### src/rtl/alu_pkg.sv
// Shared types and sizing helpers for the lab ALU datapath blocks.
// Used by serial_add_sub and its digit_adder slice.
package alu_pkg;

   typedef enum logic [1:0] {
      ST_IDLE,
      ST_BUSY,
      ST_DONE
   } state_t;

   typedef struct packed {
      logic c;
      logic v;
      logic z;
      logic n;
   } flags_t;

   function automatic int digit_count(input int width, input int digit);
      return width / digit;
   endfunction

   // Counter is at least one bit wide even when a single digit covers the word.
   function automatic int count_width(input int width, input int digit);
      int ndig;
      ndig = width / digit;
      return (ndig > 1) ? $clog2(ndig) : 1;
   endfunction

endpackage

### src/rtl/digit_adder.sv
// DIGIT-bit combinational ripple-carry adder with carry in and carry out.
module digit_adder #(
   parameter int DIGIT = 1
) (
   input  logic [DIGIT-1:0] i_a,
   input  logic [DIGIT-1:0] i_b,
   input  logic             i_cin,
   output logic [DIGIT-1:0] o_sum,
   output logic             o_cout
);

   logic [DIGIT:0] w_carry;

   // NOTE: combinational logic uses blocking '=' so each bit sees the carry
   // computed for the bit below it in the same evaluation; defaults first avoid latches.
   always_comb begin
      w_carry    = '0;
      o_sum      = '0;
      w_carry[0] = i_cin;
      for (int i = 0; i < DIGIT; i++) begin
         o_sum[i]     = i_a[i] ^ i_b[i] ^ w_carry[i];
         w_carry[i+1] = (i_a[i] & i_b[i]) | (w_carry[i] & (i_a[i] ^ i_b[i]));
      end
   end

   assign o_cout = w_carry[DIGIT];

endmodule

### src/rtl/serial_add_sub.sv
// Digit-serial two's-complement adder/subtractor, LSB digit first, with C/V/Z/N flags.
// Define SERIAL_ADD_SUB_SATURATE_EN to clamp overflowed results to the signed limit.
module serial_add_sub
   import alu_pkg::*;
#(
   parameter int WIDTH = 8,
   parameter int DIGIT = 1
) (
   input  logic             clk,
   input  logic             rst_n,
   input  logic             start,
   input  logic             sub,
   input  logic [WIDTH-1:0] a,
   input  logic [WIDTH-1:0] b,
   output logic             busy,
   output logic             done,
   output logic [WIDTH-1:0] s,
   output logic             c,
   output logic             v,
   output logic             z,
   output logic             n
);

   localparam int            NDIG = digit_count(WIDTH, DIGIT);
   localparam int            CW   = count_width(WIDTH, DIGIT);
   localparam logic [CW-1:0] LAST = CW'(NDIG - 1);

   state_t           r_state;
   logic             r_busy;
   logic             r_done;
   logic             r_carry;
   logic [CW-1:0]    r_cnt;
   logic [WIDTH-1:0] r_a;
   logic [WIDTH-1:0] r_b;
   logic             r_a_msb;
   logic             r_b_msb;
   logic [WIDTH-1:0] r_s;
   flags_t           r_flags;

   logic             w_accept;
   logic             w_last;
   logic [DIGIT-1:0] w_sum;
   logic             w_cout;
   logic [WIDTH-1:0] w_result;
   logic [WIDTH-1:0] w_s_final;
   logic             w_v;
   flags_t           w_flags;

   assign w_accept = start && (r_state != ST_BUSY);
   assign w_last   = (r_cnt == LAST);

   digit_adder #(.DIGIT(DIGIT)) u_digit_adder (
      .i_a    (r_a[DIGIT-1:0]),
      .i_b    (r_b[DIGIT-1:0]),
      .i_cin  (r_carry),
      .o_sum  (w_sum),
      .o_cout (w_cout)
   );

   // w_result is the shift register contents after this cycle's digit enters at the MSB.
   if (DIGIT == WIDTH) begin : g_single
      assign w_result = w_sum;
   end else begin : g_shift
      logic [WIDTH-DIGIT-1:0] r_acc;
      always_ff @(posedge clk) begin
         if (r_state == ST_BUSY) r_acc <= w_result[WIDTH-1:DIGIT];
      end
      assign w_result = {w_sum, r_acc};
   end

   assign w_v = (r_a_msb == r_b_msb) && (w_result[WIDTH-1] != r_a_msb);

`ifdef SERIAL_ADD_SUB_SATURATE_EN
   assign w_s_final = !w_v     ? w_result :
                      r_a_msb  ? {1'b1, {(WIDTH-1){1'b0}}} :
                                 {1'b0, {(WIDTH-1){1'b1}}};
`else
   assign w_s_final = w_result;
`endif

   assign w_flags = '{c: w_cout, v: w_v, z: (w_s_final == '0), n: w_s_final[WIDTH-1]};

   // NOTE: operand registers carry no reset; they are always loaded on an accepted
   // start before being read, so resetting them would only add reset fan-out.
   always_ff @(posedge clk) begin
      if (w_accept) begin
         r_a     <= a;
         r_b     <= sub ? ~b : b;
         r_a_msb <= a[WIDTH-1];
         r_b_msb <= sub ? ~b[WIDTH-1] : b[WIDTH-1];
      end else if (r_state == ST_BUSY) begin
         r_a <= r_a >> DIGIT;
         r_b <= r_b >> DIGIT;
      end
   end

   always_ff @(posedge clk) begin
      if (!rst_n) begin
         r_state <= ST_IDLE;
         r_busy  <= 1'b0;
         r_done  <= 1'b0;
         r_carry <= 1'b0;
         r_cnt   <= '0;
         r_s     <= '0;
         r_flags <= '0;
      end else begin
         r_done <= 1'b0;
         case (r_state)
            ST_IDLE, ST_DONE: begin
               if (w_accept) begin
                  r_state <= ST_BUSY;
                  r_busy  <= 1'b1;
                  r_carry <= sub;
                  r_cnt   <= '0;
               end else begin
                  r_state <= ST_IDLE;
               end
            end
            ST_BUSY: begin
               r_carry <= w_cout;
               r_cnt   <= r_cnt + CW'(1);
               if (w_last) begin
                  r_state <= ST_DONE;
                  r_busy  <= 1'b0;
                  r_done  <= 1'b1;
                  r_s     <= w_s_final;
                  r_flags <= w_flags;
               end
            end
            default: begin
               r_state <= ST_IDLE;
               r_busy  <= 1'b0;
            end
         endcase
      end
   end

   assign busy = r_busy;
   assign done = r_done;
   assign s    = r_s;
   assign c    = r_flags.c;
   assign v    = r_flags.v;
   assign z    = r_flags.z;
   assign n    = r_flags.n;

endmodule

### config.mk
export PLATFORM = sky130hd
export DESIGN_NAME = serial_add_sub
export DESIGN_NICKNAME = d
export VERILOG_FILES = /design/src/rtl/alu_pkg.sv /design/src/rtl/digit_adder.sv /design/src/rtl/serial_add_sub.sv
export SDC_FILE = /design/constraint.sdc
export NUM_CORES = 1
export LEC_CHECK = 0
export CORE_ASPECT_RATIO = 0.6
export CORE_MARGIN = 4
export CORE_UTILIZATION = 40
export DETAILED_ROUTE_END_ITERATION = 10
export GPL_TIMING_DRIVEN = 0
export PLACE_DENSITY = 0.67
export SLEW_MARGIN = 0
export SYNTH_ARGS = -nofsm -noshare
export SYNTH_HDL_FRONTEND = slang
export SYNTH_SLANG_ARGS = --single-unit
### constraint.sdc
create_clock -name clk -period 2.1 [get_ports clk]
set_clock_uncertainty 0.05 [all_clocks]
set_input_delay 0.42 -clock clk [delete_from_list [all_inputs] [get_ports clk]]
set_output_delay 0.42 -clock clk [all_outputs]
set_load 0.005 [all_outputs]
After elaboration in Yosys (flattened, before gate mapping). Index checks and enable logic that the tools add are counted.

Flip-flop bits (word level): 45. Input bits: 20. Output and inout port bits: 14.

Add/sub/neg operators: 1. Equality and inequality tests: 8. Muxes and demuxes: 17. Bitwise gates (word level): 7. Reduce and logical (&&, ||, !) cells: 11.

Operators by type and width (number): 2-to-1 mux 8 bit (5); logical NOT 8 bit (1); inverter 8 bit (1); AND reduction 2 bit (4); 2-to-1 mux 1 bit (6); one-hot mux 3 bit (2 select lines) (1); != test 2 bit, second input constant (2); one-hot mux 1 bit (2 select lines) (2); one-hot mux 2 bit (2 select lines) (1); nonzero test 2 bit (2); adder 3 x 1 -> 3 bit, second input constant (1); equality test 3 bit, second input constant (1); 2-to-1 mux 3 bit (1); bitwise AND 1 bit (2); equality test 2 x 1 -> 1 bit, second input constant (1); equality test 2 bit, second input constant (1); logical AND 1 bit (2); logical NOT 2 bit (1); 2-to-1 mux 2 bit (1); != test 2 x 1 -> 1 bit, second input constant (1); OR reduction 2 bit (1); XOR 1 bit (2); equality test 1 bit (1); != test 1 bit (1); 2 further kinds (2).

Logic depth before layout (Yosys ltp). Gate-level depths: netlist (run 1).

Depth after elaboration: 4. Gate-level depth with buffers: 7. Gate-level depth less buffers: 5.

Modules after synthesis. Synthesis (run 1) repeated with hierarchy kept, for this count alone.

Cell total of the unflattened synthesis: 150. Area, all modules: 1860.5 µm².

Modules (own cells, without submodules): serial_add_sub (instances 1, cells an instance 149, area each 1840.5 µm², sequential area each 1131.1 µm²); digit_adder (instances 1, cells an instance 1, area each 20.0 µm², sequential area each 0.0 µm²).

Worst setup path after synthesis (run 1). No wires, ideal clock.

Path kind: flip-flop to flip-flop. Start point: register r_b[0]. End point: register r_flags (netlist bit v). Setup time: 74 ps. Arrival: 1517 ps. Slack: 459 ps. Stages on the path, launching flop included: 4. Buffers on the path: 0. Clock period less this slack: 1641 ps. Cell sequence: edfxtp_1 fa_1 or3b_2 a31oi_1.

Longest elaborated chain between the ends: 4.

RTL lines: start: declaration (RTL line serial_add_sub.sv:34) `logic [WIDTH-1:0] r_b;`; start signal: assignment (RTL line serial_add_sub.sv:88) `r_b <= sub ? ~b : b;`; start signal: assignment (RTL line serial_add_sub.sv:93) `r_b <= r_b >> DIGIT;`; XOR 1 bit (2 in series) (RTL line digit_adder.sv:21) `o_sum[i] = i_a[i] ^ i_b[i] ^ w_carry[i];`; net u_digit_adder.o_sum (RTL line digit_adder.sv:8) `output logic [DIGIT-1:0] o_sum,`; != test 1 bit (RTL line serial_add_sub.sv:71) `assign w_v = (r_a_msb == r_b_msb) && (w_result[WIDTH-1] != r_a_msb);`; logical AND 1 bit (RTL line serial_add_sub.sv:71); end signal: assignment (RTL line serial_add_sub.sv:127) `r_flags <= w_flags;`; end: declaration (RTL line serial_add_sub.sv:38) `flags_t r_flags;`.

The timed path passes the listed nets, and every way through them passes these cells. A chain may end at the register's enable or synchronous reset.

Worst setup path in the final report (run 1).
Start point: input start. End point: register r_b[7] (enable).

Longest elaborated chain between the ends: 2.

RTL lines: start: declaration (RTL line serial_add_sub.sv:11) `input logic start,`; logical AND 1 bit (RTL line serial_add_sub.sv:49) `assign w_accept = start && (r_state != ST_BUSY);`; nonzero test 2 bit (no source line).

No other way between the ends.

==> flow_metrics.env, run 1 <==
export IMPL_antenna_left=0
export IMPL_finalNetCount=215
export IMPL_clock_latency_ns=0.29
export IMPL_slew_headroom_pct=71.2
export IMPL_peakVddDrop_uv=390
export IMPL_drc=0
export IMPL_drtIter0Drc=58
export IMPL_status="complete, no violations"
export IMPL_grt_setup_unrepaired="false"
export IMPL_cts_max_path_buffers=2
export IMPL_ioPinCount=34
export IMPL_hold_ws_ns=0.413
export IMPL_core_area_um2=4300
export IMPL_cts_resized=1
export IMPL_synth_top_cell_area_share_pct=40.1
export IMPL_power_mw=1.86
export IMPL_grt_pass1_wl_um=5630
export IMPL_dp_cells=245
export IMPL_drive_above_1_share_pct=14.5
export IMPL_via_per_inst=4.89
export IMPL_synth_edf_count=25
export IMPL_setup_viol=0
export IMPL_instances_no_fill=253
export IMPL_drt_wl_total_um=3460
export IMPL_syn_inst=154
export IMPL_hold_viol=0
export IMPL_syn_num_nets=177
export IMPL_slew_viol_final=0
export IMPL_synth_seq_area_share_pct=60.3
export IMPL_cts_made_buffers=5
export IMPL_period_share_pct=92.1
export IMPL_synth_most_common_cell="edfxtp_1"
export IMPL_hold_path_class="flop to flop"
export IMPL_fp_dieW_um=96.4
export IMPL_antennaDiodeCount=0
export IMPL_synthTopCellsByArea="edfxtp_1 (40%), dfxtp_1 (20%), a21boi_0 (4.8%)"
export IMPL_startpoint_type="primary input"
export IMPL_track_usage_pct=13.4
export IMPL_yosys_warnings=0
export IMPL_die_h_um=61.0
export IMPL_vias=1238
export IMPL_wl_per_cell_um=13.7
export IMPL_postCtsSetupRepairBufs=0
export IMPL_gp_congestion=0.751
export IMPL_clk_pin_slew_ns=0.08
export IMPL_utilization_pct=55.1
export IMPL_crit_required_ns=2.00
export IMPL_power_density_nw_per_um2=785
export IMPL_fin_ws_ns=0.165
export IMPL_yosysTopAreaCell="edfxtp_1"
export IMPL_worstMarginPinSlew_ns=0.432
export IMPL_clock_sinks=44
export IMPL_drt_pass1_iter_count=4
export IMPL_p_leak_nw=0.858
export IMPL_portBuffers=31
export IMPL_path_class="primary input to flop"
export IMPL_hold_buffers=0
export IMPL_overflow=0
export IMPL_post_place_ws_ns=-0.398
export IMPL_rows=18
export IMPL_synth_commonest_cells="edfxtp_1 (25), nand2_1 (23), dfxtp_1 (19), a21oi_1 (15), a21boi_0 (12)"
export IMPL_dp_hpwl_um=2590
export IMPL_fillers=383
export IMPL_synth_cell_types=36
export IMPL_grt_pass1_vias=1224
export IMPL_synthArstFlopShare_pct=0
export IMPL_ys_ff_latch=44
export IMPL_antenna_found_initial=0
export IMPL_cp_arrival_ns=1.83
export IMPL_initial_core_util_pct=43.6
export IMPL_grt_max_degree=17
export IMPL_drv_cap=0
export IMPL_area_growth_pct=26.4
export IMPL_synthesis_area_um2=1870
export IMPL_tritoncts="yes"
export IMPL_endpoint_kind="flop"
export IMPL_cts_root_buf="clkbuf_8"
export IMPL_htreeDepth=2
export IMPL_fmax_mhz=517
export IMPL_critPathMaxFanout=16
export IMPL_ys_flop_type="edfxtp_1"
export IMPL_period_needed_ns=1.93
export IMPL_die_area_um2=5880
export IMPL_syn_area_per_cell_um2=12.2
kinds of logic (layout without fill, tap and decap cells):
logic type / count (synthesis) / in the layout / synth area share (%)
buffers and inverters: 12 / 51 / 3.87
multiplexers: 10 / 10 / 6.34
XOR/XNOR: 8 / 8 / 3.74
flip-flops: 44 / 44 / 60.3
adder cells (fa/ha/maj): 3 / 3 / 2.40
AO/OA/AOI/OAI: 32 / 32 / 10.7
AND/OR/NAND/NOR: 45 / 45 / 12.6
registers in the layout, indices dropped and copies added, names as in the netlist:
signal         flops
z                  1
r_b                8
r_carry            1
v                  1
g_shift.r_acc      7
r_a                8
c                  1
done               1
r_a_msb            1
r_cnt              3
busy               1
r_b_msb            1
r_state            2
s                  8
worst max-delay path, cell delays in order:
cell and delay (ns):
clkdlybuf4s50_1 0.58, clkbuf_1 0.35, nand2b_2 0.47
stage by stage:
step           area, µm²  TNS, ns
2_1_floorplan       1870        0
3_3_place_gp        2260    -5.79
3_5_place_dp        2260    -6.35
4_1_cts             2370        0
5_1_grt             2370        0
6_report            2370        0
layout make-up:
type / instances / area (µm²) / share of cell area [%]
clock inverters: 2 / 35.0 / 1.48
clock buffers: 6 / 72.6 / 3.06
plain buffers: 11 / 68.8 / 2.90
well taps: 60 / 75.1 / 3.17
flip-flops and latches: 44 / 1130 / 47.7
repair buffers: 31 / 310 / 13.1
inverters: 1 / 3.75 / 0.158
multi-input cells: 98 / 673 / 28.4
layout by cell type, fill, tap and decap left out, types with 5 or more instances in the layout:
master,n
a21boi_0,12
edfxtp_1,25
dfxtp_1,19
clkdlybuf4s50_1,31
clkbuf_8,5
a21oi_1,15
mux2_2,7
nand2_1,23
xnor2_1,7
worst paths after layout:
check / start / endpoint / slack, ns / cells past startpoint
worst min-delay path: z$_SDFFE_PN0P_ / z$_SDFFE_PN0P_ / 0.41 / 2
worst min register to register: z$_SDFFE_PN0P_ / z$_SDFFE_PN0P_ / 0.41 / 2
worst max-delay path: start / r_b[7]$_SDFFCE_PN0P_ / 0.17 / 3
worst max register to register: r_b[0]$_DFFE_PP_ / v$_SDFFE_PN0P_ / 0.31 / 3
power breakdown:
part / total [mW] / internal (mW) / switching, mW / leakage, nW
Sequential: 1.01 / 0.989 / 0.0257 / 0.399
Clock: 0.635 / 0.353 / 0.282 / 0.0552
Combinational: 0.210 / 0.113 / 0.0977 / 0.403
per-layer routing:
metal	track usage (%)	wire length, µm	vias to the layer above
li1	-	-	619
met1	16.4	1580	584
met2	21.5	1630	27
met3	4.64	189	8
met4	6.59	65	0
met5	0	0	-
Power figures use the tool's default switching activity.
==> run 2: changes to the inputs <==
--- a/config.mk
+++ b/config.mk
@@ -6,7 +6,7 @@
 export NUM_CORES = 1
 export LEC_CHECK = 0
 export CORE_ASPECT_RATIO = 0.6
-export CORE_MARGIN = 4
+export CORE_MARGIN = 8
 export CORE_UTILIZATION = 40
 export DETAILED_ROUTE_END_ITERATION = 10
 export GPL_TIMING_DRIVEN = 0
==> run 2 against run 1 <==
Worst hold slack improved by 0.0013 ns. Utilization fell by 3.2 points. Power fell by 6.9%. Cell area down 0.63%. First-iteration DRC count down 10%. Sequential share of layout area rose by 0.30 points. Routed wire length rose by 1.6%. Critical endpoint is now v$_SDFFE_PN0P_.
==> flow_metrics.env, run 2 (synthesis results as in run 1) <==
export IMPL_initial_core_util_pct=41.3
export IMPL_dp_hpwl_um=2640
export IMPL_p_sw_share_pct=23.0
export IMPL_gp_congestion=0.752
export IMPL_hold_buffers=0
export IMPL_p_clk_share_pct=29.3
export IMPL_antenna_found_initial=0
export IMPL_drt_pass1_iter_count=4
export IMPL_antennaDiodeCount=0
export IMPL_cts_root_buf="clkbuf_8"
export IMPL_htreeDepth=2
export IMPL_final_area_um2=2350
export IMPL_overflow=0
export IMPL_slew_headroom_pct=72.7
export IMPL_p_leak_nw=0.848
export IMPL_endpoint_kind="flop"
export IMPL_clk_pin_slew_ns=0.08
export IMPL_vias=1239
export IMPL_antenna_left=0
export IMPL_hold_depth=2
export IMPL_drt_wl_total_um=3520
export IMPL_p_switching_uw=398
export IMPL_die_h_um=69.0
export IMPL_grt_pass1_wl_um=6110
export IMPL_worst_path_max_delay_cell="fa_1"
export IMPL_via_per_inst=4.84
export IMPL_crit_chain="fa_1 -> or3b_2 -> a31oi_1"
export IMPL_area_growth_pct=25.6
export IMPL_tritoncts="yes"
export IMPL_postCtsSetupRepairBufs=0
export IMPL_track_usage_pct=10.4
export IMPL_portBuffers=31
export IMPL_drc=0
export IMPL_cp_arrival_ns=1.99
export IMPL_grt_setup_unrepaired="false"
export IMPL_instances_no_fill=256
export IMPL_cts_resized=1
export IMPL_hold_path_class="flop to flop"
export IMPL_path_buf_inv=0
export IMPL_worstMarginPinSlew_ns=0.409
export IMPL_path_class="flop to flop"
export IMPL_reg2regPathDepth=3
export IMPL_drv_cap=0
export IMPL_clock_latency_ns=0.29
export IMPL_status="complete, no violations"
export IMPL_rows=19
export IMPL_seqPwrFrac_pct=58.5
export IMPL_dp_cells=248
export IMPL_die_area_um2=7200
export IMPL_core_area_um2=4540
export IMPL_finalNetCount=215
export IMPL_peakVddDrop_uv=365
export IMPL_crit_cells=3
export IMPL_grt_max_degree=17
export IMPL_power_density_nw_per_um2=735
export IMPL_critPathMaxFanout=5
export IMPL_clock_sinks=44
export IMPL_pwr_share_comb_pct=12.2
export IMPL_fp_dieW_um=104
export IMPL_cts_max_path_buffers=2
export IMPL_max_stage_delay_ns=0.67
export IMPL_startpoint_type="flop"
export IMPL_final_common_cell="clkdlybuf4s50_1"
export IMPL_period_needed_ns=1.82
export IMPL_slew_viol_final=0
export IMPL_wl_per_cell_um=13.7
export IMPL_ioPinCount=34
export IMPL_setup_viol=0
export IMPL_crit_required_ns=2.27
export IMPL_utilization_pct=51.9
export IMPL_fmax_mhz=549
export IMPL_period_share_pct=86.8
export IMPL_dpl_cell_area_um2=2260
export IMPL_hold_viol=0
export IMPL_layout_common_cells="clkdlybuf4s50_1 (31), edfxtp_1 (25), nand2_1 (23)"
export IMPL_internal_power_mw=1.33
export IMPL_drtIter0Drc=52
export IMPL_grt_pass1_vias=1250
export IMPL_cts_made_buffers=5
export IMPL_drive_above_1_share_pct=14.0
export IMPL_cp_top_family="adder cells"
## run 2: cell types whose count changed in the layout (fill, tap and decap cells not counted), sizes merged
| cell | change |
|---|---|
| clkinvlp | +1 |
| bufinv | -1 |
## run 2: layer usage
metal	track usage (%)	vias up	share of wire [%]
met4	6.38	0	2.6
met1	12.9	593	47
met2	15.6	24	46
met5	0	-	0
li1	-	616	-
met3	3.25	6	4.4
## run 2: final timing paths
path	slack, ns	endpoint	start
worst min register to register	0.41	z$_SDFFE_PN0P_	z$_SDFFE_PN0P_
worst max-delay path	0.28	v$_SDFFE_PN0P_	r_b[0]$_DFFE_PP_
worst min-delay path	0.41	z$_SDFFE_PN0P_	z$_SDFFE_PN0P_
worst max register to register	0.28	v$_SDFFE_PN0P_	r_b[0]$_DFFE_PP_
## run 2: stage by stage
stage / hold WS, ns / power [mW] / TNS, ns / setup slack, ns
floorplan: 0.400 / 1.16 / 0 / 0.459
global placement: 0.397 / 1.23 / -5.51 / -0.345
detailed placement: 0.407 / 1.24 / -6.33 / -0.396
CTS: 0.417 / 1.76 / 0 / 0.157
global route: 0.438 / 1.81 / 0 / 0.153
finish: 0.415 / 1.73 / 0 / 0.277
## run 2: cell type report
cell class | instances | area (µm²)
fillers | 383 | 2190
flip-flops and latches | 44 | 1130
multi-input cells | 98 | 678
repair buffers | 31 | 310
well taps | 63 | 78.8
clock buffers | 6 | 72.6
plain buffers | 11 | 68.8
clock inverters | 2 | 11.3
inverters | 1 | 3.75
## run 2: power by group through the flow
stage          registers (mW)  logic (mW)  clock network (mW)
5_1_grt                  1.02       0.232               0.560
3_5_place_dp             1.03       0.209                   0
3_3_place_gp             1.03       0.202                   0
6_report                 1.01       0.211               0.507
2_1_floorplan            1.03       0.137                   0
4_1_cts                  1.01       0.211               0.530
## run 2: worst min-delay path, cell delays in order, from the launching register on
cell and delay, ns:
dfxtp_1 0.31, nand3_1 0.06, nand2_1 0.05
